**config.mk**
```make
export PLATFORM = sky130hd
export DESIGN_NAME = pwm_bank
export DESIGN_NICKNAME = d
export VERILOG_FILES = /design/src/rtl/pwm_bank.sv
export SDC_FILE = /design/constraint.sdc
export NUM_CORES = 1
export LEC_CHECK = 0
export ABC_AREA = 1
export CAP_MARGIN = 40
export CORE_ASPECT_RATIO = 1.25
export CORE_MARGIN = 2
export CORE_UTILIZATION = 60
export DETAILED_ROUTE_END_ITERATION = 10
export MAX_ROUTING_LAYER = met4
export PLACE_DENSITY = 0.85
export SETUP_SLACK_MARGIN = 0.1
export SYNTH_ARGS = -nofsm -noshare
export SYNTH_HDL_FRONTEND = slang
export SYNTH_SLANG_ARGS = --single-unit
```
**constraint.sdc**
```tcl
create_clock -name clk -period 6.4 [get_ports clk]
set_input_delay 1.28 -clock clk [delete_from_list [all_inputs] [get_ports clk]]
set_output_delay 1.28 -clock clk [all_outputs]
set_load 0.02 [all_outputs]
```
**src/rtl/pwm_bank.sv**
```systemverilog
// pwm_bank: bank of independent double-buffered PWM channels with shared enable, sync and reset
module pwm_bank #(
  parameter int WIDTH    = 8,
  parameter int CHANNELS = 4
) (
  input  logic                        clk,
  input  logic                        srst,
  input  logic                        en,
  input  logic                        sync,
  input  logic [CHANNELS-1:0]         ld,
  input  logic [CHANNELS*WIDTH-1:0]   hi,
  input  logic [CHANNELS*WIDTH-1:0]   lo,
  output logic [CHANNELS-1:0]         pwm_o,
  output logic [CHANNELS-1:0]         per_o
);
  localparam logic [WIDTH:0] ONE = 1;
  for (genvar i = 0; i < CHANNELS; i++) begin : g_ch
    logic [WIDTH-1:0] r_sh_hi, r_sh_lo, r_ac_hi, r_ac_lo, w_sh_hi_nxt, w_sh_lo_nxt;
    logic [WIDTH:0]   r_cnt, w_per;
    logic             r_pend, r_pwm, r_per, w_bnd;
    // next shadow contents and period-boundary detect (zero-length period ends every cycle)
    always_comb begin
      w_sh_hi_nxt = ld[i] ? hi[i*WIDTH +: WIDTH] : r_sh_hi;
      w_sh_lo_nxt = ld[i] ? lo[i*WIDTH +: WIDTH] : r_sh_lo;
      w_per       = {1'b0, r_ac_hi} + {1'b0, r_ac_lo};
      w_bnd       = (w_per == '0) || (r_cnt == w_per - ONE);
    end
    // counter, double buffer and registered outputs; a load in a boundary cycle waits for the next boundary
    always_ff @(posedge clk) begin
      if (srst) begin
        r_sh_hi <= '0;
        r_sh_lo <= '0;
        r_ac_hi <= '0;
        r_ac_lo <= '0;
        r_cnt   <= '0;
        r_pend  <= 1'b0;
        r_pwm   <= 1'b0;
        r_per   <= 1'b0;
      end else begin
        r_sh_hi <= w_sh_hi_nxt;
        r_sh_lo <= w_sh_lo_nxt;
        r_pwm   <= en && (r_cnt < {1'b0, r_ac_hi});
        r_per   <= en && (r_cnt == '0);
        if (!en) begin
          r_cnt   <= '0;
          r_ac_hi <= w_sh_hi_nxt;
          r_ac_lo <= w_sh_lo_nxt;
          r_pend  <= 1'b0;
        end else if (sync) begin
          r_cnt  <= '0;
          r_pend <= ld[i];
          if (r_pend) begin
            r_ac_hi <= r_sh_hi;
            r_ac_lo <= r_sh_lo;
          end
        end else begin
          r_cnt <= w_bnd ? '0 : r_cnt + ONE;
          if (w_bnd && r_pend) begin
            r_ac_hi <= r_sh_hi;
            r_ac_lo <= r_sh_lo;
            r_pend  <= ld[i];
          end else begin
            r_pend <= r_pend | ld[i];
          end
        end
      end
    end
    assign pwm_o[i] = r_pwm;
    assign per_o[i] = r_per;
  end
endmodule

```
# [Yosys cells after proc, flatten, opt, wreduce, memory -nomap -nowiden]
# Index checks and enable logic that the tools add are counted.
[totals] regBits=176 word_cells=146 output_inout_bits=8
[op_classes] eq_ne=12 n_mux=48 addsub=12 bitwise_logic=5 n_lt_le_gt_ge=4 n_reduce_logical=33
[ops] operator="$mux W8" count=40
[ops] operator="$logic_not A9 Y1" count=8
[ops] operator="$add A8 B8 Y9" count=4
[ops] operator="$add A9 B1 Y9 const B" count=4
[ops] operator="$eq A9 B9 Y1" count=4
[ops] operator="$lt A9 B8 Y1" count=4
[ops] operator="$sub A9 B1 Y9 const B" count=4
[ops] operator="$reduce_or A4 Y1" count=4
[ops] operator="$logic_and A1 B1 Y1" count=12
[ops] operator="$ne A3 B1 Y1 const B" count=4
[ops] operator="$ne A3 B2 Y1 const B" count=4
[ops] operator="$mux W1" count=8
[ops] operator="$reduce_and A2 Y1" count=4
[ops] operator="$logic_or A1 B1 Y1" count=4
[ops] operator="$or A1 B1 Y1" count=4
[ops] operator="$reduce_or A2 Y1" count=1
[ops] operator="$not A1 Y1" count=1

# [Logic depth before layout (Yosys ltp)]
# Gate-level depths: netlist of the first run.
[depth] ltp_word=8 depth_mapped=22 mapped_depth_nobuf=21

# [Least setup slack after synthesis of the first run]
# Ideal clock, no wire load.
[synth_timing] kind="register to register" startpoint="register g_ch[2].r_ac_hi[0]" endpoint="register g_ch[2].r_ac_hi[3]" setup_time_ns=0.071 path_stages_with_launch=20 arrival_time_ns=2.597 synth_period_minus_slack_ns=2.667 setup_slack_ns=3.733 cell_sequence="dfxtp_1 > ha_1 > fa_1 > inv_1 > ha_1 > xnor2_1 > a21oi_1 > nand2_1 > nor2_1 > nand3_1 > nor2_1 > nand2_1 > nor2_1 > nand3_1 > nand2_1 > nand2_4 > nand2_4 > buf_6 > nand2_1 > a21oi_1"
[synth_between] elab_chain_len=7 elab_cells_between_ends=8 classes_between="add/sub (2); eq/ne (2); reduce/logical (4)"
[synth_rtl] item="from (decl)" line_no="18" source="logic [WIDTH-1:0] r_sh_hi, r_sh_lo, r_ac_hi, r_ac_lo, w_sh_hi_nxt, w_sh_lo_nxt;"
[synth_rtl] item="from (signal assigned)" line_no="46" source="r_ac_hi <= w_sh_hi_nxt;"
[synth_rtl] item="from (signal assigned)" line_no="53" source="r_ac_hi <= r_sh_hi;"
[synth_rtl] item="from (signal assigned)" line_no="59" source="r_ac_hi <= r_sh_hi;"
[synth_rtl] item="$add A8 B8 Y9 (*)" line_no="25" source="w_per = {1'b0, r_ac_hi} + {1'b0, r_ac_lo};"
[synth_rtl] item="$sub A9 B1 Y9" line_no="26" source="w_bnd = (w_per == '0) || (r_cnt == w_per - ONE);"
[synth_rtl] item="$eq A9 B9 Y1" line_no="26"
[synth_rtl] item="$logic_or A1 B1 Y1 (*)" line_no="26"
[synth_rtl] item="$logic_and A1 B1 Y1 (*)" line_no="58" source="if (w_bnd && r_pend) begin"
[synth_rtl] item="$ne A3 B1 Y1 (no line) (*)"
[synth_rtl] item="$reduce_and A2 Y1 (no line) (*)"
# Mark *: on every way between the ends. The rest lies on a longest branch, timed or not.
# A chain may end at the register's enable or synchronous reset.

# [Worst setup path in the final report of the first run]
[layout_timing] startpoint="register g_ch[3].r_ac_hi[0]" endpoint="register g_ch[3].r_ac_hi[7]"
[layout_between] elab_chain_len=7 elab_cells_between_ends=8 classes_between="add/sub (2); eq/ne (2); reduce/logical (4)"
[layout_rtl] item="from (decl)" line_no="18"
[layout_rtl] item="from (signal assigned)" line_no="46"
[layout_rtl] item="from (signal assigned)" line_no="53"
[layout_rtl] item="from (signal assigned)" line_no="59"
[layout_rtl] item="$add A8 B8 Y9 (*)" line_no="25"
[layout_rtl] item="$sub A9 B1 Y9" line_no="26"
[layout_rtl] item="$eq A9 B9 Y1" line_no="26"
[layout_rtl] item="$logic_or A1 B1 Y1 (*)" line_no="26"
[layout_rtl] item="$logic_and A1 B1 Y1 (*)" line_no="58"
[layout_rtl] item="$ne A3 B1 Y1 (no line) (*)"
[layout_rtl] item="$reduce_and A2 Y1 (no line) (*)"
# Marked as above.

==> results.sh, run 1 <==
export IMPL_status="finished clean"
export IMPL_die_w_um=124
export IMPL_port_buffers=79
export IMPL_final_core_util=0.687
export IMPL_crit_fanout=17
export IMPL_clk_latency_ps=440
export IMPL_finClkSkew_ps=9.99
export IMPL_grt_usage=0.269
export IMPL_drv_cap=0
export IMPL_max_vdd_ir_drop_mv=0.193
export IMPL_drc=0
export IMPL_yosys_top_cells_area="dfxtp_1, nand2_1, nand3_1"
export IMPL_hold_viol_final=0
export IMPL_r2r_end="g_ch[3].r_ac_hi[7]"
export IMPL_worstSetupPathType="reg -> reg"
export IMPL_h_tree_depth=4
export IMPL_cts_clk_slew_worst_paths_ps=70
export IMPL_antenna_found_initial=0
export IMPL_ant_nets=0
export IMPL_synth_seq_area_share=0.325
export IMPL_synthSimpleGateAreaFrac=0.322
export IMPL_synth_cell_type_count=38
export IMPL_setup_viol=0
export IMPL_drt_wl_total_um=25300
export IMPL_max_clock_path_buffers=2
export IMPL_min_to="g_ch[3].r_cnt[0]"
export IMPL_pin_count=80
export IMPL_gp_congestion=0.894
export IMPL_reg2reg_from="g_ch[3].r_ac_hi[0]"
export IMPL_wire_per_inst_um=13.8
export IMPL_fmax_ghz=0.315
export IMPL_worstHoldStart="g_ch[3].r_cnt[0]"
export IMPL_synth_compound_area_share=0.0993
export IMPL_synth_mux_area_frac=0.0590
export IMPL_rr_worst_depth=20
export IMPL_slew_headroom=0.412
export IMPL_synth_main_ff_cell="dfxtp_1"
export IMPL_firstDrtPassIters=8
export IMPL_grt_ovfl_total=0
export IMPL_worstPathArrival_ps=3530
export IMPL_worst_pin_slew_ps=882
export IMPL_rrSetupSlack_ps=3220
export IMPL_cts_tree="done"
export IMPL_synth_avg_cell_area_sq_um=7.02
export IMPL_async_flop_share=0
export IMPL_grt_max_degree=95
export IMPL_startpoint_type="register"
export IMPL_setup_worst_path_end_class="register"
export IMPL_dpl_cell_area_sq_mm=0.0117
export IMPL_powerDensity_mw_per_mm2=231
export IMPL_rows=55
export IMPL_rsz0062_at_grt="no"
export IMPL_yosys_warnings=0
export IMPL_synth_xor_area_frac=0.0194
export IMPL_hold_path_depth=1
export IMPL_grt_pass1_wl_um=42400
export IMPL_tns_ps=0
export IMPL_critPathRequiredTime_ps=6750
export IMPL_drive_gt1_frac=0.0649
export IMPL_clock_sink_count=176
export IMPL_fin_crit_ps=3180
export IMPL_dr_first_iter_drc_count=503
export IMPL_core_sq_mm=0.0179
export IMPL_min_path_type="reg -> reg"
export IMPL_antenna_cells=0
export IMPL_cts_setup_buffers=0
export IMPL_synth_edf_count=0
export IMPL_viasPerCell=5.43
export IMPL_vias=9935
export IMPL_dieHeight_um=154
export IMPL_grt_pass1_vias=9342
export IMPL_report_power_total_w=0.00284
export IMPL_maxSlewViolCount=0
export IMPL_cts_root_buf="clkbuf_16"
export IMPL_final_area_sq_mm=0.0123
export IMPL_areaGrowthSynthToFinish_pct=13.3
export IMPL_dieArea_sq_mm=0.0192
export IMPL_yosys_area_top_type="dfxtp_1"
export IMPL_synth_top_family_by_area="simple AND/OR/NAND/NOR gates"
export IMPL_syn_nets=1693
export IMPL_netlist_instances=1545
export IMPL_cts_resized=0
export IMPL_netlist_area_sq_mm=0.0109
export IMPL_leakage_nw=5.49
export IMPL_final_nets=1737
export IMPL_synthAdderAreaFrac=0.0904
export IMPL_finalCritPeriodShare=0.496
export IMPL_ys_ff_latch=176
export IMPL_numCtsBuffers=17
export IMPL_cts_hold_buf=0
export IMPL_dp_hpwl_um=18700
export IMPL_yosys_area_top_type_share=0.325
export IMPL_start_util=0.606
## registers in the layout, summed over array words and instances (netlist names)
register,count
g_ch.r_ac_hi,32
g_ch.r_ac_lo,32
g_ch.r_cnt,36
g_ch.r_pend,4
g_ch.r_per,4
g_ch.r_pwm,4
g_ch.r_sh_hi,32
g_ch.r_sh_lo,32
## layout by cell type, fill, tap and decap left out, types with 7 or more instances in the layout
cell	Yosys	layout
clkdlybuf4s50_1	0	77
a21oi_1	93	93
nand4_1	10	10
xor2_1	16	16
nand2_1	362	362
nor2_1	150	150
inv_1	156	156
nand2_4	8	8
clkbuf_16	0	17
nand2_2	25	25
xnor2_1	8	8
nor2_2	7	7
o21bai_1	10	10
nor3b_1	9	9
nand3_1	182	182
dfxtp_1	176	176
nor3_1	14	14
mux2i_1	64	64
o21ai_0	73	73
ha_1	72	72
a21oi_2	12	12
## cell usage after synthesis, types with 3 or more instances
cell type / n
dfxtp_1: 176
fa_1: 4
nand2_2: 25
buf_6: 3
nand3b_1: 6
mux2i_1: 64
nand3_1: 182
xor2_1: 16
nor3b_1: 9
a21o_1: 3
o21ai_1: 4
buf_2: 7
buf_4: 13
nor2_2: 7
nand2_4: 8
clkbuf_1: 37
nor3_1: 14
inv_1: 156
inv_2: 4
o21ai_0: 73
a21oi_1: 93
nand4_1: 10
nand2_1: 362
o21bai_1: 10
nand3_2: 4
nor2_1: 150
ha_1: 72
xnor2_1: 8
a21oi_2: 12
## layout make-up
type	count	area [sq um]
multi-input combinational	1148	6400
fill	1467	5600
sequential	176	3520
timing repair buffer	86	877
inverter	160	601
clock buffer	19	433
tap	228	285
clock inverter	13	176
## cell families (layout without fill, tap and decap cells)
family,after synthesis,after routing
and+or+nand+nor,786,786
muxes,64,64
adders and majority gates,76,76
xor gates and xnor gates,24,24
DFF,176,176
AOI/OAI and AO/OA,198,198
buffers and inverters,221,278
## how the worst max path moves through the flow
| stage | startpoint | endpoint | slack (ps) | depth (start not counted) |
|---|---|---|---|---|
| 5_1_grt | g_ch[3].r_ac_hi[0] | g_ch[3].r_ac_lo[7] | 2930 | 20 |
| 3_3_place_gp | en | g_ch[3].r_cnt[3] | 2960 | 5 |
| 2_1_floorplan | g_ch[2].r_ac_hi[0] | g_ch[2].r_ac_hi[3] | 3730 | 19 |
| 3_5_place_dp | en | g_ch[3].r_cnt[3] | 2900 | 5 |
| 6_report | g_ch[3].r_ac_hi[0] | g_ch[3].r_ac_hi[7] | 3220 | 20 |
| 4_1_cts | g_ch[3].r_ac_hi[0] | g_ch[3].r_ac_hi[7] | 3240 | 20 |
## layer usage
metal | GRT usage | routed length (um) | vias to the layer above
met2 | 0.479 | 13000 | 201
met1 | 0.310 | 10800 | 4540
met3 | 0.0363 | 845 | 57
li1 | - | - | 5137
met5 | - | 0 | -
met4 | 0.0984 | 739 | 0
## stage by stage
stage	instances	setup slack, ps	hold WS (ps)
2_1_floorplan	1545	3730	430
3_3_place_gp	1794	2960	453
3_5_place_dp	1798	2900	454
4_1_cts	1830	3240	471
5_1_grt	1830	2930	489
6_report	1830	3220	464
## worst max-delay path, cell delays in order, from the launching register on
cell	delay, ps
dfxtp_1	410
ha_1	230
fa_1	470
inv_1	80
ha_1	160
inv_1	60
a21oi_1	180
nand3_1	140
nor2_2	170
nand2_1	70
nand2_1	80
nand2_1	50
nand2_1	50
nand2_1	40
nor2_1	110
nand3_1	130
nand2_2	100
nand2_4	130
nand2_4	200
nand2_1	80
a21oi_1	120
## power by group
part,internal (W),total [W],switching [W]
Combinational,0.000228,0.000571,0.000343
Sequential,0.00115,0.00118,0.0000368
Clock,0.000624,0.00109,0.000463
Power figures use the tool's default switching activity.
==> inputs of run 2 (changes only) <==
Clock period 6.4 ns to 3.2 ns, I/O delays scaled along.
==> results.sh, run 2 (same netlist as run 1, synthesis figures left out) <==
export IMPL_ant_nets=0
export IMPL_gp_congestion=0.897
export IMPL_h_tree_depth=4
export IMPL_grt_pass1_vias=9332
export IMPL_leakage_nw=5.53
export IMPL_final_core_util=0.700
export IMPL_rr_worst_depth=18
export IMPL_numCtsBuffers=17
export IMPL_worstSetupPathType="reg -> reg"
export IMPL_core_sq_mm=0.0179
export IMPL_areaGrowthSynthToFinish_pct=15.4
export IMPL_finalCritPeriodShare=0.941
export IMPL_vias=10100
export IMPL_dr_first_iter_drc_count=665
export IMPL_layout_commonest_cell="nand2_1"
export IMPL_startpoint_type="register"
export IMPL_max_vdd_ir_drop_mv=0.392
export IMPL_use_met3=0.0387
export IMPL_grt_max_degree=139
export IMPL_swShare=0.326
export IMPL_cts_hold_buf=0
export IMPL_critPathRequiredTime_ps=3560
export IMPL_use_met1=0.310
export IMPL_min_to="g_ch[1].r_cnt[0]"
export IMPL_status="finished clean"
export IMPL_grt_pass1_wl_um=41500
export IMPL_tns_ps=0
export IMPL_worstHoldStart="g_ch[1].r_cnt[0]"
export IMPL_report_power_total_w=0.00569
export IMPL_min_path_type="reg -> reg"
export IMPL_drv_cap=0
export IMPL_drive_gt1_frac=0.0819
export IMPL_worstPathArrival_ps=3370
export IMPL_die_w_um=124
export IMPL_seqCellArea_sq_mm=0.00353
export IMPL_grt_usage=0.263
export IMPL_layout_common_cells="nand2_1, nand3_1, dfxtp_1, inv_1, nor2_1"
export IMPL_combPwrFrac=0.212
export IMPL_rows=55
export IMPL_final_nets=1746
export IMPL_busiest_layer="met2"
export IMPL_fmax_ghz=0.332
export IMPL_path_buf_inv=1
export IMPL_cts_tree="done"
export IMPL_hold_viol_final=0
export IMPL_dieHeight_um=154
export IMPL_dieArea_sq_mm=0.0192
export IMPL_dp_hpwl_um=18300
export IMPL_clock_sink_count=176
export IMPL_setup_worst_path_end_class="register"
export IMPL_top_register="g_ch.r_cnt"
export IMPL_slowest_stage="fa_1"
export IMPL_slew_headroom=0.381
export IMPL_cts_clk_slew_worst_paths_ps=80
export IMPL_crit_fanout=18
export IMPL_cp_cell_sequence="ha_2, fa_1, inv_1, ha_1, xnor2_1, a21oi_1, nand2_1, nor2_1, nand3_1, nor2_1, nand2_1, nor2_1, nand3_1, nand2_2, nand2_8, nand2_8, nand2_1, a21oi_1"
export IMPL_multi_input_area_sq_mm=0.00662
export IMPL_finClkSkew_ps=12.5
export IMPL_wire_per_inst_um=14.0
export IMPL_intPower_w=0.00384
export IMPL_rsz0062_at_grt="yes"
export IMPL_place_ws_ps=210
export IMPL_clk_latency_ps=450
export IMPL_maxSlewViolCount=0
export IMPL_powerDensity_mw_per_mm2=454
export IMPL_rrSetupSlack_ps=190
export IMPL_fin_ws_ps=189
export IMPL_largest_register_ffs=36
export IMPL_grt_util_met2=0.462
export IMPL_slowest_delay_ps=500
export IMPL_drt_wl_total_um=25800
export IMPL_clockPowerShare=0.372
export IMPL_nFillCells=1462
export IMPL_antenna_cells=0
export IMPL_reg2reg_from="g_ch[3].r_ac_hi[0]"
export IMPL_hold_path_depth=1
export IMPL_max_clock_path_buffers=2
export IMPL_grt_ovfl_total=0
export IMPL_crit_family="simple AND/OR/NAND/NOR gates"
export IMPL_start_util=0.606
export IMPL_netSwitchingPower_w=0.00185
export IMPL_worst_pin_slew_ps=929
export IMPL_r2r_end="g_ch[3].r_ac_lo[7]"
export IMPL_antenna_found_initial=0
export IMPL_fin_crit_ps=3010
export IMPL_drc=0
export IMPL_setup_viol=0
export IMPL_port_buffers=79
export IMPL_p_seq_frac=0.416
export IMPL_cts_root_buf="clkbuf_16"
export IMPL_viasPerCell=5.50
export IMPL_firstDrtPassIters=5
export IMPL_pin_count=80
-- run 2: cell types whose count changed in the layout (fill, tap and decap cells not counted), moves of 3 or more --
cell / delta
a21oi_2: +4
ha_2: +3
buf_4: +4
clkinv_8: +6
nand3_1: -4
nand2_8: +8
nand3_2: +4
a21oi_1: -4
ha_1: -3
bufinv_16: -3
-- run 2: timing repair --
| item | CTS | global route |
|---|---|---|
| resized for setup | 0 | 28 |
| buffers inserted | 0 | 1 |
| setup endpoints to repair | 0 | 79 |
-- run 2: final cells by class --
class | instances | area share
clock inverters | 15 | 0.0152
flip-flops and latches | 176 | 0.282
clock buffers | 17 | 0.0340
well taps | 228 | 0.0228
multi-input cells | 1155 | 0.528
repair buffers | 88 | 0.0701
inverters | 160 | 0.0480
-- run 2: worst max path at each step --
stage               cells after the start          startpoint            endpoint  slack, ps
floorplan                              19  g_ch[2].r_ac_hi[0]  g_ch[2].r_ac_hi[3]        530
global placement                       18  g_ch[2].r_ac_hi[0]  g_ch[2].r_ac_hi[2]        310
detailed placement                     18  g_ch[2].r_ac_hi[0]  g_ch[2].r_ac_hi[6]        210
CTS                                    20  g_ch[3].r_ac_hi[0]  g_ch[3].r_ac_hi[4]        190
global route                           19  g_ch[0].r_ac_hi[0]  g_ch[0].r_ac_hi[6]        -20
finish                                 18  g_ch[3].r_ac_hi[0]  g_ch[3].r_ac_lo[7]        190
-- run 2: layer usage --
metal | vias to the layer above | wire, um
met5 | - | 0
met4 | 0 | 525
met3 | 49 | 1120
met2 | 250 | 13300
met1 | 4658 | 10800
li1 | 5161 | -
-- run 2: power by group through the flow --
| stage | Sequential (W) | Combinational (W) | Clock [W] |
|---|---|---|---|
| detailed placement | 0.00242 | 0.00112 | 0 |
| CTS | 0.00236 | 0.00113 | 0.00214 |
| floorplan | 0.00239 | 0.000867 | 0 |
| global route | 0.00238 | 0.00135 | 0.00224 |
| global placement | 0.00241 | 0.00109 | 0 |
| finish | 0.00237 | 0.00120 | 0.00212 |
-- run 2: stage by stage --
step                cell area, sq um  hold WS (ps)  cells
floorplan                      10900           430   1545
global placement               11700           445   1799
detailed placement             11700           458   1799
CTS                            12300           476   1831
global route                   12500           494   1839
finish                         12500           466   1839
==> RTL edit: new RTL, config.mk and constraints of run 2 <==
Change the parameter `CHANNELS` from 4 to 2.
--- a/src/rtl/pwm_bank.sv
+++ b/src/rtl/pwm_bank.sv
@@ -3,3 +3,3 @@
   parameter int WIDTH    = 8,
-  parameter int CHANNELS = 4
+  parameter int CHANNELS = 2
 ) (
Ports: changed (5 resized); port bits go from 80 to 42. No check against the original RTL was run, so the function may have changed too.
==> RTL edit against run 2 <==
  * Wire length down 53%
  * Combinational power down 49%
  * Worst setup slack better by 0.11 ns
  * Global-route usage down 1.3 points
  * Maximum frequency up 3.9%
  * Worst hold slack better by 0.011 ns
  * Design area down 49%
  * Sequential cell count down 88
  * Synthesized area down 49%
  * Clock skew down 0.0070 ns
  * Power down 49%
==> RTL edit: results <==
export IMPL_status="completed"
export IMPL_leakagePower_nw=2.847
export IMPL_area_growth_pct=14.44
export IMPL_inverters=84
export IMPL_grt_met3_usage_pct=3.586
export IMPL_drive_above_1_share_pct=10.29
export IMPL_netlist_instances=783
export IMPL_critPathMaxFanout=9
export IMPL_fin_nets=887
export IMPL_synthTopCellsByArea="dfxtp_1 (32%), nand2_1 (13%), ha_1 (8.1%)"
export IMPL_nonClockBufferCount=45
export IMPL_use_met1_pct=30.57
export IMPL_multi_input_gates=583
export IMPL_grt_util_all_layers_pct=25.06
export IMPL_syn_nets=859
export IMPL_port_buffers=41
export IMPL_multi_input_area_share_pct=53.29
export IMPL_dp_cells=920
export IMPL_layout_nonclk_buf_share_pct=6.956
export IMPL_synthTopCellsByCount="nand2_1 (188), dfxtp_1 (88), inv_1 (81), nand3_1 (81), nor2_1 (70)"
export IMPL_grt_pass1_wl_mm=20.57
export IMPL_reg2reg_to="g_ch[0].r_ac_lo[4]"
export IMPL_p_seq_share_pct=41.1
export IMPL_clkbuf_count=9
export IMPL_p_int_w=0.002004
export IMPL_drtIter0Drc=216
export IMPL_vias=5094
export IMPL_r2r_start="g_ch[0].r_ac_hi[0]"
export IMPL_dr_wl_met3_um=508
export IMPL_synth_cell_types=39
export IMPL_wl_per_cell_um=13.01
export IMPL_tightest_slew_ns=0.6838
export IMPL_grt_max_degree=78
export IMPL_clock_cell_area_share_pct=4.716
export IMPL_sh_seq_area_pct=27.67
export IMPL_use_met2_pct=41.55
export IMPL_cts_made_buffers=9
export IMPL_ir_worst_vdd_mv=0.3899
export IMPL_dp_hpwl_mm=8.779
export IMPL_reg2reg_slack_ns=0.30
export IMPL_totalWireLength_mm=12.22
export IMPL_fillers=734
export IMPL_wl_met1_mm=5.467
export IMPL_dr_wl_met2_mm=6.020
export IMPL_yosysSeqAreaShare_pct=31.66
RTL edit: changes by cell type after synthesis, moves of 8 or more:
cell / change
mux2i_1: -32
a21oi_1: -56
dfxtp_1: -88
o21ai_0: -38
inv_1: -75
clkbuf_1: -19
ha_1: -36
nor2_1: -80
nand3_1: -101
nand2_1: -174
xor2_1: -8
RTL edit: kinds of logic after synthesis:
| kind of cell | share of synthesized area (%) |
|---|---|
| simple gates | 33.06 |
| flops | 31.66 |
| mux | 5.757 |
| xor+xnor | 1.867 |
| fa+ha+maj | 8.815 |
| buf+inv | 8.860 |
| compound gates | 9.984 |
RTL edit: through the flow:
step	hold slack [ns]	utilization, %	setup slack [ns]	power, W
3_5_place_dp	0.4610	65.92	0.2221	0.001792
4_1_cts	0.4765	69.23	0.2089	0.002864
5_1_grt	0.5129	70.15	0.1027	0.003013
3_3_place_gp	0.4469	65.92	0.3297	0.001770
6_report	0.4779	70.15	0.3027	0.002881
2_1_floorplan	0.4295	-	0.5523	0.001660
